**src/rtl/binary_to_bcd_seq_pkg.sv**
```systemverilog
// Shared definitions for the sequential double-dabble converter:
// FSM encoding, BCD digit width and elaboration-time sizing helpers.
package binary_to_bcd_seq_pkg;

    typedef enum logic [1:0] {
        ST_IDLE  = 2'd0,
        ST_SHIFT = 2'd1,
        ST_DONE  = 2'd2
    } state_t;

    localparam int BCD_W = 4;

    // Bits needed to hold values 0..value-1.
    function automatic int clog2(input int value);
        int r;
        int v;
        r = 0;
        v = value - 1;
        while (v > 0) begin
            r++;
            v = v >> 1;
        end
        return (r == 0) ? 1 : r;
    endfunction

    // True when DIGITS decimal digits can represent every WIDTH-bit magnitude.
    function automatic bit digits_fit(input int width, input int digits);
        longint p10;
        longint p2;
        if (width >= 62) return 1'b0;
        p10 = 1;
        for (int i = 0; i < digits; i++) begin
            if (p10 > (longint'(1) << 62) / 10) return 1'b1;
            p10 = p10 * 10;
        end
        p2 = longint'(1) << width;
        return p10 > p2;
    endfunction

endpackage

```
**src/rtl/binary_to_bcd_seq_add3.sv**
```systemverilog
// One double-dabble correction stage: a BCD digit of 5 or more gets +3
// so that the following left shift carries correctly into the next digit.
import binary_to_bcd_seq_pkg::*;

module binary_to_bcd_seq_add3 (
    input  logic [BCD_W-1:0] din,
    output logic [BCD_W-1:0] dout
);

    assign dout = (din >= BCD_W'(5)) ? din + BCD_W'(3) : din;

endmodule

```
**src/rtl/binary_to_bcd_seq.sv**
```systemverilog
// Sequential shift-and-add-3 binary-to-BCD converter, one input bit per clock,
// with valid/ready handshakes, optional signed input and leading-zero flags.
import binary_to_bcd_seq_pkg::*;

module binary_to_bcd_seq #(
    parameter int WIDTH  = 14,
    parameter int DIGITS = 5,
    parameter int SIGNED = 0
) (
    input  logic                    clk,
    input  logic                    reset,
    input  logic                    in_valid,
    output logic                    in_ready,
    input  logic [WIDTH-1:0]        in_data,
    output logic                    out_valid,
    input  logic                    out_ready,
    output logic [BCD_W*DIGITS-1:0] out_bcd,
    output logic                    out_sign,
    output logic [DIGITS-1:0]       out_blank
);

    localparam int CNT_W = clog2(WIDTH + 1);
    localparam int BCD_TOT = BCD_W * DIGITS;

    if (WIDTH < 4) begin : g_bad_width
        $error("binary_to_bcd_seq: WIDTH must be at least 4");
    end
    if (!digits_fit(WIDTH, DIGITS)) begin : g_bad_digits
        $error("binary_to_bcd_seq: DIGITS too small for WIDTH");
    end

    state_t               state, state_next;
    logic [CNT_W-1:0]     cnt;
    logic [WIDTH-1:0]     bin_reg;
    logic [BCD_TOT-1:0]   bcd_reg;
    logic                 sign_reg;
    logic [BCD_TOT-1:0]   res_bcd;
    logic                 res_sign;

    logic                 neg;
    logic [WIDTH-1:0]     mag;
    logic [BCD_TOT-1:0]   bcd_corr;
    logic [BCD_TOT-1:0]   bcd_shift;
    logic                 accept;
    logic                 last_shift;

    assign neg    = (SIGNED != 0) && in_data[WIDTH-1];
    assign mag    = neg ? (~in_data + WIDTH'(1)) : in_data;
    assign accept = in_valid & in_ready;
    assign last_shift = (state == ST_SHIFT) && (cnt == CNT_W'(1));

    // One correction stage per digit, reused on every shift cycle.
    for (genvar d = 0; d < DIGITS; d++) begin : g_add3
        binary_to_bcd_seq_add3 u_add3 (
            .din  (bcd_reg[BCD_W*d +: BCD_W]),
            .dout (bcd_corr[BCD_W*d +: BCD_W])
        );
    end

    assign bcd_shift = {bcd_corr[BCD_TOT-2:0], bin_reg[WIDTH-1]};

    // NOTE: sequential state uses non-blocking assignments so every register
    // samples pre-edge values regardless of statement order.
    always_ff @(posedge clk or posedge reset) begin
        if (reset) begin
            state <= ST_IDLE;
        end else begin
            state <= state_next;
        end
    end

    // NOTE: every output of this block gets a default first, so no path
    // through the case statement can infer a latch.
    always_comb begin
        state_next = state;
        in_ready   = 1'b0;
        out_valid  = 1'b0;
        case (state)
            ST_IDLE: begin
                in_ready = 1'b1;
                if (in_valid) state_next = ST_SHIFT;
            end
            ST_SHIFT: begin
                if (cnt == CNT_W'(1)) state_next = ST_DONE;
            end
            ST_DONE: begin
                out_valid = 1'b1;
                in_ready  = out_ready;
                if (out_ready) state_next = in_valid ? ST_SHIFT : ST_IDLE;
            end
            default: state_next = ST_IDLE;
        endcase
    end

    // Working registers shift every SHIFT cycle; the visible result is only
    // updated on the final shift so intermediate values never reach the outputs.
    always_ff @(posedge clk or posedge reset) begin
        if (reset) begin
            cnt      <= '0;
            bin_reg  <= '0;
            bcd_reg  <= '0;
            sign_reg <= 1'b0;
            res_bcd  <= '0;
            res_sign <= 1'b0;
        end else if (accept) begin
            cnt      <= CNT_W'(WIDTH);
            bin_reg  <= mag;
            bcd_reg  <= '0;
            sign_reg <= neg;
        end else if (state == ST_SHIFT) begin
            cnt     <= cnt - CNT_W'(1);
            bin_reg <= {bin_reg[WIDTH-2:0], 1'b0};
            bcd_reg <= bcd_shift;
            if (last_shift) begin
                res_bcd  <= bcd_shift;
                res_sign <= sign_reg;
            end
        end
    end

    assign out_bcd  = res_bcd;
    assign out_sign = res_sign;

    // Leading-zero flags: digit k is blank when it and all higher digits are zero.
    always_comb begin
        logic all_zero;
        all_zero  = 1'b1;
        out_blank = '0;
        for (int k = DIGITS - 1; k >= 1; k--) begin
            all_zero     = all_zero & (res_bcd[BCD_W*k +: BCD_W] == '0);
            out_blank[k] = all_zero;
        end
    end

endmodule

```
**config.mk**
```make
export PLATFORM = sky130hd
export DESIGN_NAME = binary_to_bcd_seq
export DESIGN_NICKNAME = d
export VERILOG_FILES = /design/src/rtl/binary_to_bcd_seq_pkg.sv /design/src/rtl/binary_to_bcd_seq_add3.sv /design/src/rtl/binary_to_bcd_seq.sv
export SDC_FILE = /design/constraint.sdc
export NUM_CORES = 1
export LEC_CHECK = 0
export BUFFER_PORTS_ARGS = -buffer_cell sky130_fd_sc_hd__buf_2
export CORE_MARGIN = 2
export CORE_UTILIZATION = 50
export CTS_CLUSTER_DIAMETER = 200
export DETAILED_ROUTE_END_ITERATION = 12
export PLACE_DENSITY = 0.75
export SLEW_MARGIN = 20
export SYNTH_ARGS = -nofsm -noshare
export SYNTH_HDL_FRONTEND = slang
export SYNTH_SLANG_ARGS = --single-unit
```
**constraint.sdc**
```tcl
create_clock -name clk -period 2 [get_ports clk]
set_input_delay 0.4 -clock clk [delete_from_list [all_inputs] [get_ports clk]]
set_output_delay 0.4 -clock clk [all_outputs]
set_load 0.02 [all_outputs]
```
==> reports/results.txt <==
The run gives 0.00290 mm² as the netlist area before placement. The run gives 0.382 as the sequential power share. By startpoint and endpoint, the worst setup path is classified as register to output port. Dividing total power by cell area gives a power density of 1690 mW/mm². The number of port buffers works out to 43. After synthesis, the cell types taking the most area are dfrtp_1 (52%), nand2_1 (7.1%), o21ai_0 (6.2%), ha_1 (5.2%), a22oi_1 (3.1%). In this run the vertical extent of the chip is 80.2 µm. The met3 capacity usage during global routing was 0.0404; the data required time of the critical path was 1600 ps.

The first-iteration detailed-routing DRC count is 133, and the switching power share of the total is 0.421. For the largest net degree at the start of global routing, the log shows 61. The area share of the largest cell type after synthesis was 0.518. Die width: 80.2 µm. Number of register bits inferred by synthesis: 60.

Most common cell in the netlist: dfrtp_1. The clock latency at the later pin of the worst-skew pair is 330 ps, and the number of synthesized flops with an enable pin is 0. The worst hold path belongs to the class input port to async pin. Counting I/O delays and the setup requirement, the final critical path takes 1970 ps.

The tools report the clock root buffer as clkbuf_8. The tools report the number of global-route vias before repair as 2143. The run gives 5740 µW as the total power. For the final wirelength, the log shows 5.71 mm.

The count of synthesis-stage warnings from yosys was 0; the fraction of registers with async set/reset was 1.00. The run gives 508 MHz as the maximum clock frequency. TritonCTS built the clock tree. In this run the critical register-to-register path is captured at out_bcd[2]. The tools report the worst setup timing slack at the placement stage as 343 ps.

The number of nets in the final layout was 370; the worst clock skew on the final layout was 7.53 ps. For the sequential element share of the synthesized area, the log shows 0.518. Hold violation count in the final report: 0. Global routing finished with a remaining overflow of 0.

For the core area, the log shows 0.00554 mm². The global-route wire length before repair is 9.72 mm, and the total of hold buffers inserted after clock tree synthesis is 0. The fraction of the cycle the final worst path needs was 0.984; the overall die area was 0.00643 mm². Dividing the detail-routed via count by the number of cells gives 5.33. The logs give 118 ps for the final-layout worst hold slack and 46 for the number of I/O pins. The length in cells of the worst reg-to-reg path came out at 6.

The worst ir drop on vdd was 0.000735 V; the routability congestion estimate from global placement was 0.750. In this run the most used layer during global routing was met2. The detailed router placed 2221 vias in this run. The run gives 0.200 as the global-route total usage across every layer.

Counting every instance in the synthesized netlist gives 293. Synthesis instantiated 30 different standard cells from the library. The logs give 0.455 for the combinational power share and 401 for the placed instance count. Setup repair after global routing could not meet its margin everywhere.

Along the worst path, the maximum fanout reaches 3. The worst setup slack for register-to-register paths was 330 ps; the antenna violation net count after detailed routing was 0. After detailed routing, the number of remaining DRC violations is 0. The arrival time of the worst setup path is 1570 ps. For the total of endpoints with negative setup slack in the final report, the log shows 0.

Clock-pin slew was measured on the worst setup and hold paths at 70 ps. In this run the power spent charging and discharging nets is 2410 µW. The clock tree synthesis step divided the H-tree into 3 levels. The share of layout cells above drive strength 1 is 0.226, and the initial antenna violation count is 0.

Number of sinks on the clock net: 60. The fraction of power consumed by the clock network is 0.163, and the smallest setup slack after layout is 31.7 ps. Nature of the critical path startpoint: a register. The HPWL after detailed placement is 3.91 mm. The logs give 0.00168 µW for the reported leakage power and 0.00339 mm² for the finished layout cell area. Averaged over all synthesized cells, the footprint is 9.90 µm². Before antenna repair, the detailed router went through 4 iterations.

Summed over all instances, the cell type with the most area after synthesis is dfrtp_1. The tools report the row count as 27. The detail-routed net length per standard cell was 13.7 µm; the clock buffer count from CTS was 9.

Relative to the synthesized area, the layout overhead comes to 17.0%. By count the netlist is led by dfrtp_1 (60), nand2_1 (55), o21ai_0 (36). Initial core utilization: 0.523.

The number of antenna diodes in the final layout is 0. For this run, the number of standard cells in the final layout without fillers is 417. Final count of pins violating max slew: 0. The met2 track utilization from global routing was 0.304. The run finished with clean final reports. The tool flagged a number of max-cap violations equal to 0. The run gives 0.264 as the met1 track demand over resource in global routing.

The commonest register cell after synthesis was dfrtp_1. Internal power comes to 3320 µW. The post-place instance area was 0.00321 mm².

STA classifies the critical path endpoint as an output port. The clock passes through at most 2 buffers. The tools report the startpoint of the worst register-to-register path as bcd_reg[0].
timing repair:
item                       in CTS  in global routing
setup endpoints to repair       1                  1
resized for setup               1                  3
pin swaps                       0                  2
setup buffers                   0                  0
cell families after synthesis:
group / after synthesis / synth area share
compound gates: 74 / 0.150
xor+xnor: 6 / 0.0181
fa+ha+maj: 12 / 0.0518
buf+inv: 29 / 0.0462
flops: 60 / 0.518
mux: 13 / 0.0479
other cells: 1 / 0.00129
simple gates: 98 / 0.167
cell usage in the layout, fill, tap and decap left out, drive strengths merged, types with 11 or more instances in the layout:
cell	netlist	routed
dfrtp	60	60
nand2	55	55
buf	9	50
o21ai	36	36
a21oi	17	17
inv	14	14
a22oi	12	12
ha	12	12
clkbuf	6	11
power groups by stage:
stage | registers [µW] | clock network, µW | logic [µW]
floorplan | 2300 | 0 | 1780
global placement | 2180 | 0 | 2530
detailed placement | 2210 | 0 | 2600
CTS | 2190 | 965 | 2620
global route | 2270 | 1010 | 2950
finish | 2190 | 934 | 2610
routing by layer:
layer	wire, µm	share of wire	up-vias
met2	2670	0.47	58
li1	-	-	1096
met3	257	0.045	11
met5	0	0	-
met4	131	0.023	0
met1	2650	0.46	1056
final cells by class:
cell class / instances / area, µm²
multi-input combinational: 205 / 1290
fill: 485 / 2150
timing repair buffer: 50 / 287
clock inverter: 5 / 27.5
clock buffer: 11 / 141
tap: 72 / 90.1
inverter: 14 / 52.6
sequential: 60 / 1500
critical path: stages, from the launching register on:
cell and delay (ps):
dfrtp_1 420, nor4_4 340, and3_1 230, and2_4 150, buf_6 110
through the flow:
step | TNS, ps | util
after global routing | -50.5 | 0.612
after floorplan | 0 | -
after detailed placement | 0 | 0.579
final | 0 | 0.612
after global placement | 0 | 0.579
after CTS | 0 | 0.611
worst max-delay path by stage:
stage                     start      endpoint  slack (ps)
floorplan           out_bcd[16]  out_blank[1]          50
finish              out_bcd[19]  out_blank[1]          30
detailed placement   bcd_reg[0]    out_bcd[2]         340
global route        out_bcd[19]  out_blank[1]         -50
CTS                 out_bcd[16]  out_blank[1]          20
global placement    out_bcd[16]  out_blank[1]         420
Power figures use the tool's default switching activity.
